[config.mk]
export PLATFORM = sky130hd
export DESIGN_NAME = sdram_pattern_tester_flat
export DESIGN_NICKNAME = d
export VERILOG_FILES = /design/src/rtl/sdram_pattern_if.sv /design/src/rtl/sdram_pattern_tester.sv /design/src/flat_wrapper.sv
export SDC_FILE = /design/constraint.sdc
export NUM_CORES = 1
export LEC_CHECK = 0
export BUFFER_PORTS_ARGS = -buffer_cell sky130_fd_sc_hd__buf_2
export CAP_MARGIN = 5
export CORE_MARGIN = 2
export CORE_UTILIZATION = 54
export CTS_BUF_LIST = sky130_fd_sc_hd__clkbuf_8
export DETAILED_ROUTE_END_ITERATION = 8
export MAX_ROUTING_LAYER = met4
export PLACE_DENSITY = 0.86
export SYNTH_ARGS = -nofsm -noshare
export SYNTH_HDL_FRONTEND = slang
export SYNTH_SLANG_ARGS = --single-unit
[constraint.sdc]
create_clock -name clock_50m -period 3.3 [get_ports clock_50m]
set_clock_uncertainty 0.2 [all_clocks]
set_input_delay 0.495 -clock clock_50m [delete_from_list [all_inputs] [get_ports clock_50m]]
set_output_delay 0.495 -clock clock_50m [all_outputs]
set_load 0.005 [all_outputs]
[src/rtl/sdram_pattern_if.sv]
// sdram_pattern_if: request/acknowledge access bus between the pattern tester and sdram_top.
//   wr_req/rd_req  request, held high until the matching ack
//   wr_ack/rd_ack  one-cycle acknowledge; rd_data valid with rd_ack
//   wr_addr/rd_addr/wr_data/rd_data  access address and data words
//   burst_len      access length, constant single-word bursts
interface sdram_pattern_if #(
   parameter int unsigned ADDR_W = 24,
   parameter int unsigned DATA_W = 16
);
   logic              wr_req;
   logic              wr_ack;
   logic [ADDR_W-1:0] wr_addr;
   logic [DATA_W-1:0] wr_data;
   logic              rd_req;
   logic              rd_ack;
   logic [ADDR_W-1:0] rd_addr;
   logic [DATA_W-1:0] rd_data;
   logic [8:0]        burst_len;

   // Tester side
   modport master (
      output wr_req, wr_addr, wr_data, rd_req, rd_addr, burst_len,
      input  wr_ack, rd_ack, rd_data
   );

   // SDRAM controller side
   modport slave (
      input  wr_req, wr_addr, wr_data, rd_req, rd_addr, burst_len,
      output wr_ack, rd_ack, rd_data
   );
endinterface

[src/rtl/sdram_pattern_tester.sv]
// sdram_pattern_tester: repeating SDRAM write/readback self-test.
// Each pass writes NUM_WORDS words from BASE_ADDR, reads them back, compares and
// counts mismatches and ack timeouts; status goes to LEDs and a muxed hex display.
// Optional feature macro: SDRAM_TEST_LFSR_EN selects a 16-bit Galois LFSR word
// sequence (needs DATA_W=16); undefined gives the incrementing seed+idx pattern.
// Ports:
//   clock_50m, reset_n  clock, async active-low reset
//   init_done           SDRAM initialisation complete
//   bus                 sdram_pattern_if master (req/ack access bus, burst_len=1)
//   pass_count          completed passes (wraps)
//   err_count           mismatches + timeouts (saturates)
//   fail, led_ok        sticky error flag, init_done & ~fail
//   sel, seg            active-low digit select and {dp,g..a} segments
module sdram_pattern_tester #(
   parameter int unsigned       DATA_W    = 16,
   parameter int unsigned       ADDR_W    = 24,
   parameter logic [ADDR_W-1:0] BASE_ADDR = '0,
   parameter int unsigned       NUM_WORDS = 256,
   parameter int unsigned       PASS_GAP  = 25000000,
   parameter int unsigned       TIMEOUT   = 4096,
   parameter int unsigned       DIGITS    = 4,
   parameter int unsigned       SCAN_BITS = 10
) (
   input  logic            clock_50m,
   input  logic            reset_n,
   input  logic            init_done,
   sdram_pattern_if.master bus,
   output logic [15:0]     pass_count,
   output logic [15:0]     err_count,
   output logic            fail,
   output logic            led_ok,
   output logic [7:0]      sel,
   output logic [7:0]      seg
);

   localparam int unsigned IDX_W = (NUM_WORDS > 1) ? $clog2(NUM_WORDS) : 1;
   localparam int unsigned TMO_W = (TIMEOUT > 1) ? $clog2(TIMEOUT) : 1;
   localparam int unsigned PRE_W = SCAN_BITS - 2;
   localparam logic [IDX_W-1:0] IDX_LAST = IDX_W'(NUM_WORDS - 1);
   localparam logic [TMO_W-1:0] TMO_LAST = TMO_W'(TIMEOUT - 1);

   typedef enum logic [1:0] {S_INIT, S_WR, S_RD, S_GAP} state_t;

   state_t            state_q, state_d;
   logic [IDX_W-1:0]  idx_q, idx_d;
   logic              wr_req_q, wr_req_d;
   logic              rd_req_q, rd_req_d;
   logic [ADDR_W-1:0] addr_q, addr_d;
   logic [DATA_W-1:0] wr_data_q, wr_data_d;
   logic [DATA_W-1:0] seed_q, seed_d;
   logic [DATA_W-1:0] pat_q, pat_d;
   logic [TMO_W-1:0]  tmo_q, tmo_d;
   logic [31:0]       gap_q, gap_d;
   logic [15:0]       pass_d, err_d;
   logic              fail_d;
   logic              err_hit;
   logic              req_c, ack_c;
   logic [DATA_W-1:0] pat_seed_c, pat_next_c;

   assign bus.wr_req    = wr_req_q;
   assign bus.rd_req    = rd_req_q;
   assign bus.wr_addr   = addr_q;
   assign bus.rd_addr   = addr_q;
   assign bus.wr_data   = wr_data_q;
   assign bus.burst_len = 9'd1;

   // Only an ack matching the currently raised request counts
   assign req_c = wr_req_q | rd_req_q;
   assign ack_c = (wr_req_q & bus.wr_ack) | (rd_req_q & bus.rd_ack);

   // pat_q always holds the expected word for the current idx
`ifdef SDRAM_TEST_LFSR_EN
   logic [15:0] lfsr_seed_c, lfsr_next_c;
   assign lfsr_seed_c = ((16'(seed_q) ^ 16'hACE1) == 16'h0000) ? 16'hACE1
                                                               : (16'(seed_q) ^ 16'hACE1);
   // Right-shift Galois form of x^16+x^14+x^13+x^11+1
   assign lfsr_next_c = {1'b0, pat_q[15:1]} ^ (pat_q[0] ? 16'hB400 : 16'h0000);
   assign pat_seed_c  = DATA_W'(lfsr_seed_c);
   assign pat_next_c  = DATA_W'(lfsr_next_c);
`else
   assign pat_seed_c  = seed_q;
   assign pat_next_c  = pat_q + DATA_W'(1);
`endif

   // Test sequencer state register
   always_ff @(posedge clock_50m or negedge reset_n) begin
      if (!reset_n) begin
         state_q    <= S_INIT;
         idx_q      <= '0;
         wr_req_q   <= 1'b0;
         rd_req_q   <= 1'b0;
         addr_q     <= '0;
         wr_data_q  <= '0;
         seed_q     <= '0;
         pat_q      <= '0;
         tmo_q      <= '0;
         gap_q      <= '0;
         pass_count <= '0;
         err_count  <= '0;
         fail       <= 1'b0;
         led_ok     <= 1'b0;
      end else begin
         state_q    <= state_d;
         idx_q      <= idx_d;
         wr_req_q   <= wr_req_d;
         rd_req_q   <= rd_req_d;
         addr_q     <= addr_d;
         wr_data_q  <= wr_data_d;
         seed_q     <= seed_d;
         pat_q      <= pat_d;
         tmo_q      <= tmo_d;
         gap_q      <= gap_d;
         pass_count <= pass_d;
         err_count  <= err_d;
         fail       <= fail_d;
         led_ok     <= init_done & ~fail_d;
      end
   end

   // Test sequencer next state and register updates
   always_comb begin
      state_d   = state_q;
      idx_d     = idx_q;
      wr_req_d  = wr_req_q;
      rd_req_d  = rd_req_q;
      addr_d    = addr_q;
      wr_data_d = wr_data_q;
      seed_d    = seed_q;
      pat_d     = pat_q;
      tmo_d     = tmo_q;
      gap_d     = gap_q;
      pass_d    = pass_count;
      err_hit   = 1'b0;

      if (state_q != S_INIT && !init_done) begin
         // Controller fell out of init: abandon the pass, keep counters
         state_d  = S_INIT;
         wr_req_d = 1'b0;
         rd_req_d = 1'b0;
         idx_d    = '0;
      end else begin
         case (state_q)
            S_INIT: begin
               if (init_done) begin
                  state_d = S_WR;
                  idx_d   = '0;
                  pat_d   = pat_seed_c;
               end
            end
            S_WR, S_RD: begin
               if (!req_c) begin
                  // Launch next access; address/data registered with the request
                  wr_req_d = (state_q == S_WR);
                  rd_req_d = (state_q == S_RD);
                  addr_d   = BASE_ADDR + ADDR_W'(idx_q);
                  tmo_d    = '0;
                  if (state_q == S_WR) begin
                     wr_data_d = pat_q;
                  end
               end else if (ack_c) begin
                  wr_req_d = 1'b0;
                  rd_req_d = 1'b0;
                  pat_d    = pat_next_c;
                  if (state_q == S_RD && bus.rd_data != pat_q) begin
                     err_hit = 1'b1;
                  end
                  if (idx_q == IDX_LAST) begin
                     idx_d = '0;
                     if (state_q == S_WR) begin
                        state_d = S_RD;
                        pat_d   = pat_seed_c;
                     end else begin
                        state_d = S_GAP;
                        gap_d   = '0;
                        pass_d  = pass_count + 16'd1;
                        seed_d  = seed_q + DATA_W'(1);
                     end
                  end else begin
                     idx_d = idx_q + IDX_W'(1);
                  end
               end else if (tmo_q == TMO_LAST) begin
                  // No ack in time: abort pass, seed and pass_count untouched
                  wr_req_d = 1'b0;
                  rd_req_d = 1'b0;
                  err_hit  = 1'b1;
                  state_d  = S_GAP;
                  gap_d    = '0;
                  idx_d    = '0;
               end else begin
                  tmo_d = tmo_q + TMO_W'(1);
               end
            end
            S_GAP: begin
               if ((gap_q + 32'd1) >= PASS_GAP) begin
                  state_d = S_WR;
                  idx_d   = '0;
                  pat_d   = pat_seed_c;
               end else begin
                  gap_d = gap_q + 32'd1;
               end
            end
            default: state_d = S_INIT;
         endcase
      end

      err_d  = (err_hit && err_count != 16'hFFFF) ? err_count + 16'd1 : err_count;
      fail_d = fail | err_hit;
   end

   // Display scan: prescaler tick advances digit; sel/seg loaded together
   logic [PRE_W-1:0] pre_q;
   logic [2:0]       digit_q;
   logic [31:0]      err_ext;
   logic [3:0]       nib_c;
   logic [6:0]       hex_c;

   assign err_ext = 32'(err_count);
   assign nib_c   = err_ext[{digit_q, 2'b00} +: 4];

   // Hex to active-high gfedcba
   always_comb begin
      hex_c = 7'h00;
      case (nib_c)
         4'h0: hex_c = 7'h3F;
         4'h1: hex_c = 7'h06;
         4'h2: hex_c = 7'h5B;
         4'h3: hex_c = 7'h4F;
         4'h4: hex_c = 7'h66;
         4'h5: hex_c = 7'h6D;
         4'h6: hex_c = 7'h7D;
         4'h7: hex_c = 7'h07;
         4'h8: hex_c = 7'h7F;
         4'h9: hex_c = 7'h6F;
         4'hA: hex_c = 7'h77;
         4'hB: hex_c = 7'h7C;
         4'hC: hex_c = 7'h39;
         4'hD: hex_c = 7'h5E;
         4'hE: hex_c = 7'h79;
         default: hex_c = 7'h71;
      endcase
   end

   // Digit multiplexer registers
   always_ff @(posedge clock_50m or negedge reset_n) begin
      if (!reset_n) begin
         pre_q   <= '0;
         digit_q <= '0;
         sel     <= 8'hFF;
         seg     <= 8'hFF;
      end else begin
         pre_q <= pre_q + PRE_W'(1);
         if (&pre_q) begin
            sel     <= ~(8'd1 << digit_q);
            seg     <= {1'b1, ~hex_c};
            digit_q <= (digit_q == 3'(DIGITS - 1)) ? 3'd0 : digit_q + 3'd1;
         end
      end
   end

endmodule

[src/flat_wrapper.sv]
// flat-port wrapper written by rule: the top's interface ports become plain ports
module sdram_pattern_tester_flat 
#(
   parameter int unsigned       DATA_W    = 16,
   parameter int unsigned       ADDR_W    = 24,
   parameter logic [ADDR_W-1:0] BASE_ADDR = '0,
   parameter int unsigned       NUM_WORDS = 256,
   parameter int unsigned       PASS_GAP  = 25000000,
   parameter int unsigned       TIMEOUT   = 4096,
   parameter int unsigned       DIGITS    = 4,
   parameter int unsigned       SCAN_BITS = 10
)
  (clock_50m, reset_n, init_done, pass_count, err_count, fail, led_ok, sel, seg, bus_wr_req, bus_wr_addr, bus_wr_data, bus_rd_req, bus_rd_addr, bus_burst_len, bus_wr_ack, bus_rd_ack, bus_rd_data);
  sdram_pattern_if #(.ADDR_W(ADDR_W), .DATA_W(DATA_W)) bus_i ();
  input  logic clock_50m;
  input  logic reset_n;
  input  logic init_done;
  output logic [15:0] pass_count;
  output logic [15:0] err_count;
  output logic fail;
  output logic led_ok;
  output logic [7:0] sel;
  output logic [7:0] seg;
  output wire logic [$bits(bus_i.wr_req)-1:0] bus_wr_req;
  output wire logic [$bits(bus_i.wr_addr)-1:0] bus_wr_addr;
  output wire logic [$bits(bus_i.wr_data)-1:0] bus_wr_data;
  output wire logic [$bits(bus_i.rd_req)-1:0] bus_rd_req;
  output wire logic [$bits(bus_i.rd_addr)-1:0] bus_rd_addr;
  output wire logic [$bits(bus_i.burst_len)-1:0] bus_burst_len;
  input wire logic [$bits(bus_i.wr_ack)-1:0] bus_wr_ack;
  input wire logic [$bits(bus_i.rd_ack)-1:0] bus_rd_ack;
  input wire logic [$bits(bus_i.rd_data)-1:0] bus_rd_data;
  assign bus_wr_req = bus_i.wr_req;
  assign bus_wr_addr = bus_i.wr_addr;
  assign bus_wr_data = bus_i.wr_data;
  assign bus_rd_req = bus_i.rd_req;
  assign bus_rd_addr = bus_i.rd_addr;
  assign bus_burst_len = bus_i.burst_len;
  assign bus_i.wr_ack = bus_wr_ack;
  assign bus_i.rd_ack = bus_rd_ack;
  assign bus_i.rd_data = bus_rd_data;
  sdram_pattern_tester #(.DATA_W(DATA_W), .ADDR_W(ADDR_W), .BASE_ADDR(BASE_ADDR), .NUM_WORDS(NUM_WORDS), .PASS_GAP(PASS_GAP), .TIMEOUT(TIMEOUT), .DIGITS(DIGITS), .SCAN_BITS(SCAN_BITS)) u_core (.clock_50m(clock_50m), .reset_n(reset_n), .init_done(init_done), .bus(bus_i), .pass_count(pass_count), .err_count(err_count), .fail(fail), .led_ok(led_ok), .sel(sel), .seg(seg));
endmodule
After elaboration in Yosys (flattened, before gate mapping)
Memory sizes are Yosys's and may differ from the RTL's.
Index checks and enable logic that the tools add are counted.
- bits in registers: 172
- RAM bits: 0
- bits in latches: 0
- input bits: 21
- bits in read-only memories: 112
- memories kept: 1
- bitwise operators: 12
- order comparisons: 1
- reduce and logical (&&, ||, !) cells: 19
- shift operators: 2
- add/subtract/negate cells: 9
- mux-type cells: 49
- multiply operators: 0
- equal/unequal tests: 24
- divide/modulo/power cells: 0
- memory list (memory ; depth ; width ; rd ports ; clocked after memory_dff ; wr ports ; RTL line ; text):
    (no name shown) ; 16 ; 7 ; 1 ; 0 ; 0 ; sdram_pattern_tester.sv:223 ; case (nib_c)
- operators by type and width (cell ; number):
    $mux 32 ; 6
    $mux 16 ; 6
    $add 16x1->16 const B ; 4
    $pmux 32 s2 ; 1
    $mux 8 ; 7
    $pmux 16 s3 ; 1
    $mux 12 ; 3
    $add 32x1->32 const B ; 1
    $ge 32x25->1 const B ; 1
    $shiftx 32x6->4 ; 1
    $pmux 8 s3 ; 1
    $add 8x1->8 const B ; 2
    $ne 16x16->1 ; 1
    $ne 16x16->1 const B ; 1
    $mux 1 ; 15
    $mux 2 ; 7
    $add 12x1->12 const B ; 1
    $eq 12x12->1 const B ; 1
    $reduce_and 4->1 ; 3
    $reduce_and 5->1 ; 2
    $ne 3x1->1 const B ; 3
    $eq 8x8->1 const B ; 1
    $ne 2x2->1 const B ; 4
    $ne 4x4->1 const B ; 2
    26 further kinds ; 41

Depth between registers and ports, before layout
- word-level depth: 10
- gate-level depth with buffers: 13

Worst setup path after synthesis
No wires, ideal clock.
- kind: reg2reg
- from: register u_core.gap_q[0]
- to: register u_core.idx_q[2]
- period minus slack after synthesis: 3.124 ns
- data arrival time: 2.847 ns
- path slack: 0.176 ns
- setup time: 0.078 ns
- stages on the path, launching flop included: 12
- cells stage by stage: dfrtp_1 ha_1 nand3_1 nor4_2 nand3_1 xnor2_1 a21oi_1 or4_4 buf_6 a21o_1 or4_1 a21oi_1
- cells in the longest elaborated chain, start to end: 4
- ends and longest elaborated chain (element ; RTL line ; text):
    start: declaration ; sdram_pattern_tester.sv:53 ; logic [31:0] gap_q, gap_d;
    start signal: assignment ; sdram_pattern_tester.sv:112 ; gap_q <= gap_d;
    $add 32x1->32 ; sdram_pattern_tester.sv:194 ; if ((gap_q + 32'd1) >= PASS_GAP) begin
    $ge 32x25->1 ; sdram_pattern_tester.sv:194 ;
    $ne 3x1->1 (no line) ; - ;
    $reduce_and 4->1 (no line) ; - ;
    end signal: assignment ; sdram_pattern_tester.sv:104 ; idx_q <= idx_d;
    end: declaration ; sdram_pattern_tester.sv:45 ; logic [IDX_W-1:0] idx_q, idx_d;
Every way passes these cells.
A chain may end at the register's enable or synchronous reset.

Worst setup path in the final report
- from: register u_core.gap_q[1]
- to: register u_core.idx_q[2]
The elaborated chain is that of the path after synthesis.

==> flow_metrics.tcl <==
set metrics [dict create \
    avgRoutedWirePerCell_um 16.7 \
    setup_violations 1 \
    cp_slowest_cell "or4_4" \
    cts_sinks 172 \
    floorplan.die.width_um 138 \
    drtAntennaViolNets 0 \
    drtIter0Drc 652 \
    worstPathArrival_ns 3.52 \
    top_layer "met4" \
    pre_cts_slack_ns 0.0504 \
    synth_ff_type "dfrtp_1" \
    min_path_type "input pin to register" \
    slew_headroom_pct 45.1 \
    chipHeight_um 138 \
    syn_area_um2 9640 \
    avgSynthCellArea_um2 9.73 \
    slew_violations 0 \
    die_area_um2 18900 \
    grt_pass1_wl_um 36900 \
    clock_path_buffers 2 \
    synth-edff-count 0 \
    ioPinCount 146 \
    setup_ws_ns -0.00471 \
    drt-pass1-iter-count 6 \
    cts_made_buffers 17 \
    fin_nets 1162 \
    critical_path.endpoint_type "register" \
    met2WireLength_um 11000 \
    hold_viol_final 0 \
    start_util_pct 55.6 \
    grt_pass1_vias 7523 \
    place_hpwl_um 16200 \
    power_density_nw_per_um2 601 \
    path_cells "buf_4 > nand4_2 > nor4_4 > nand4_2 > xnor2_1 > a21oi_1 > or4_4 > a21o_1 > or4_4 > a21oi_2" \
    area_growth_pct 14.9 \
    run_status "finished, violations left" \
    post-route-util_pct 63.8 \
    n_antenna_cell 0 \
    insertion_delay_ns 0.48 \
    ir_drop_uv 491 \
    drt_wl_total_um 22700 \
    portBuffers 103 \
    crit_type "register to register" \
    layout_commonest_cell "dfrtp_1" \
    drc 0 \
    drive_above_1_share_pct 24.8 \
    crit_path_start_kind "register" \
    fmax_ghz 0.303 \
    critPathMaxStageDelay_ns 0.59 \
    htree_levels 4 \
    grt_use_total_pct 25.3 \
    crit_required_ns 3.51 \
    ys_seq_elements 172 \
    crit_fanout 6 \
    vias 8060 \
    cp_num_buf_inv 1 \
    ys_async_sr_fraction_pct 100 \
    cp_top_family "simple AND/OR/NAND/NOR gates" \
    tightest_slew_ns 0.824 \
    place_congestion 0.954 \
    violations "setup timing" \
    cts_tree "built" \
    synth_cell_type_count 77 \
    wl_met3_um 1460 \
    final_cell_mix "dfrtp_1, buf_2, nand2_1, nor2_1, buf_4" \
    clkTransAtPathRegs_ns 0.09 \
    power_mw 6.66 \
    leakage_nw 5.18 \
    min_period_over_period_pct 100 \
    grt-ovfl-total 0 \
    synth_warnings 0 \
    m1WireLength_um 9730 \
    cts-root-buf "clkbuf_8" \
    antenna_found_initial 0 \
    cap_violations 0 \
    grt_max_degree 91 \
    core_area_um2 17400 \
    vias_per_cell 5.94 \
    yosysSeqAreaShare_pct 44.8 \
    rows 48 \
    syn_inst 991 \
    min_period_ns 3.30 \
]
layer usage:
| metal | global-route usage [%] | vias to the layer above |
|---|---|---|
| met1 | 33.0 | 3937 |
| met5 | - | - |
| met2 | 39.9 | 329 |
| li1 | - | 3733 |
| met3 | 5.15 | 61 |
| met4 | 7.90 | 0 |
flip-flops by register name, indices dropped and copies added, names as in the netlist, 12 cells and up:
signal / flops
u_core.pass_count: 16
u_core.tmo_q: 12
u_core.bus.wr_data: 16
u_core.gap_q: 32
u_core.err_count: 16
u_core.pat_q: 16
u_core.pat_seed_c: 16
Yosys cell counts, drive strengths merged (3+ instances only):
| master | n | share of area [%] |
|---|---|---|
| nor2 | 74 | 2.9 |
| nand4 | 34 | 2.5 |
| o211ai | 10 | 0.78 |
| and3 | 24 | 1.6 |
| a31oi | 9 | 0.58 |
| a32oi | 3 | 0.27 |
| nand3 | 53 | 2.9 |
| nand2 | 92 | 3.6 |
| nor3b | 3 | 0.23 |
| clkbuf | 38 | 1.5 |
| o21a | 4 | 0.31 |
| a22o | 10 | 0.91 |
| ha | 23 | 3.0 |
| mux2i | 5 | 0.52 |
| a21o | 3 | 0.23 |
| o21ai | 52 | 2.7 |
| a21oi | 34 | 1.8 |
| mux4 | 4 | 0.93 |
| and4 | 7 | 0.64 |
| o2111ai | 4 | 0.36 |
| dfstp | 15 | 4.1 |
| o31ai | 4 | 0.31 |
| inv | 24 | 0.93 |
| buf | 57 | 4.3 |
| o41ai | 5 | 0.45 |
| o31a | 4 | 0.36 |
| o22ai | 10 | 0.65 |
| dfrtp | 157 | 41 |
| a22oi | 7 | 0.54 |
| mux2 | 25 | 2.9 |
| a31o | 3 | 0.27 |
| or4 | 7 | 0.58 |
| nor4 | 14 | 1.4 |
| o311ai | 6 | 0.54 |
| or3 | 7 | 0.45 |
| nand2b | 4 | 0.26 |
| and2 | 12 | 0.78 |
| nor3 | 21 | 1.1 |
| xnor2 | 55 | 5.0 |
| nor4b | 4 | 0.36 |
| xor2 | 27 | 2.5 |
| a2bb2oi | 7 | 0.64 |
power by group:
group / leakage [nW] / switching, mW / internal, mW
Combinational: 2.69 / 1.35 / 0.973
Clock: 0.228 / 0.767 / 0.880
Sequential: 2.27 / 0.328 / 2.37
Total: 5.18 / 2.44 / 4.22
kinds of logic after synthesis:
logic type | after synthesis | synth area share, %
multiplexers | 34 | 4.37
other | 2 | 0.0779
XOR/XNOR | 82 | 7.45
AND/OR/NAND/NOR | 363 | 19.8
flip-flops | 172 | 44.8
adder cells (fa/ha/maj) | 23 | 2.98
buffers and inverters | 120 | 6.80
AO/OA/AOI/OAI | 195 | 13.7
final cells by class:
class | count | area (um^2)
tap | 225 | 282
multi-input combinational | 739 | 4910
inverter | 25 | 93.8
clock inverter | 12 | 170
sequential | 172 | 4330
fill | 1333 | 6280
timing repair buffer | 163 | 1020
clock buffer | 20 | 275
worst register-to-register path, delay by kind of cell (launching register included):
family,cells,cell delay (ns)
buf+inv,1,0.15
flops,1,0.37
simple gates,5,1.80
compound gates,3,0.47
xor+xnor,1,0.24
final timing paths:
path,slack (ns),from,end,cells after the start
worst max-delay path,-0.005,u_core.gap_q[1],u_core.idx_q[2],10
worst min-delay path,0.16,init_done,u_core.led_ok,3
worst max register to register,-0.005,u_core.gap_q[1],u_core.idx_q[2],10
worst min register to register,0.26,u_core.pre_q[0],u_core.pre_q[0],1
max in group asynchronous,1.67,reset_n,u_core.pat_seed_c[10],3
min in group asynchronous,0.48,reset_n,u_core.digit_q[2],2
per-stage QoR:
stage	TNS [ns]	cell area, um^2	cells	hold WS (ns)
after detailed placement	0	10400	1311	0.242
after global placement	0	10400	1311	0.239
final	-0.00471	11100	1356	0.163
after CTS	0	10900	1344	0.146
after floorplan	0	9790	1031	-0.000591
after global routing	-0.104	11100	1356	0.170
timing repair:
item,in CTS,in global routing
setup endpoints to repair,0,57
hold buffers,1,0
gates resized for setup,0,32
buffers inserted,0,12
hold endpoints to repair,73,0
Power figures use the tool's default switching activity.
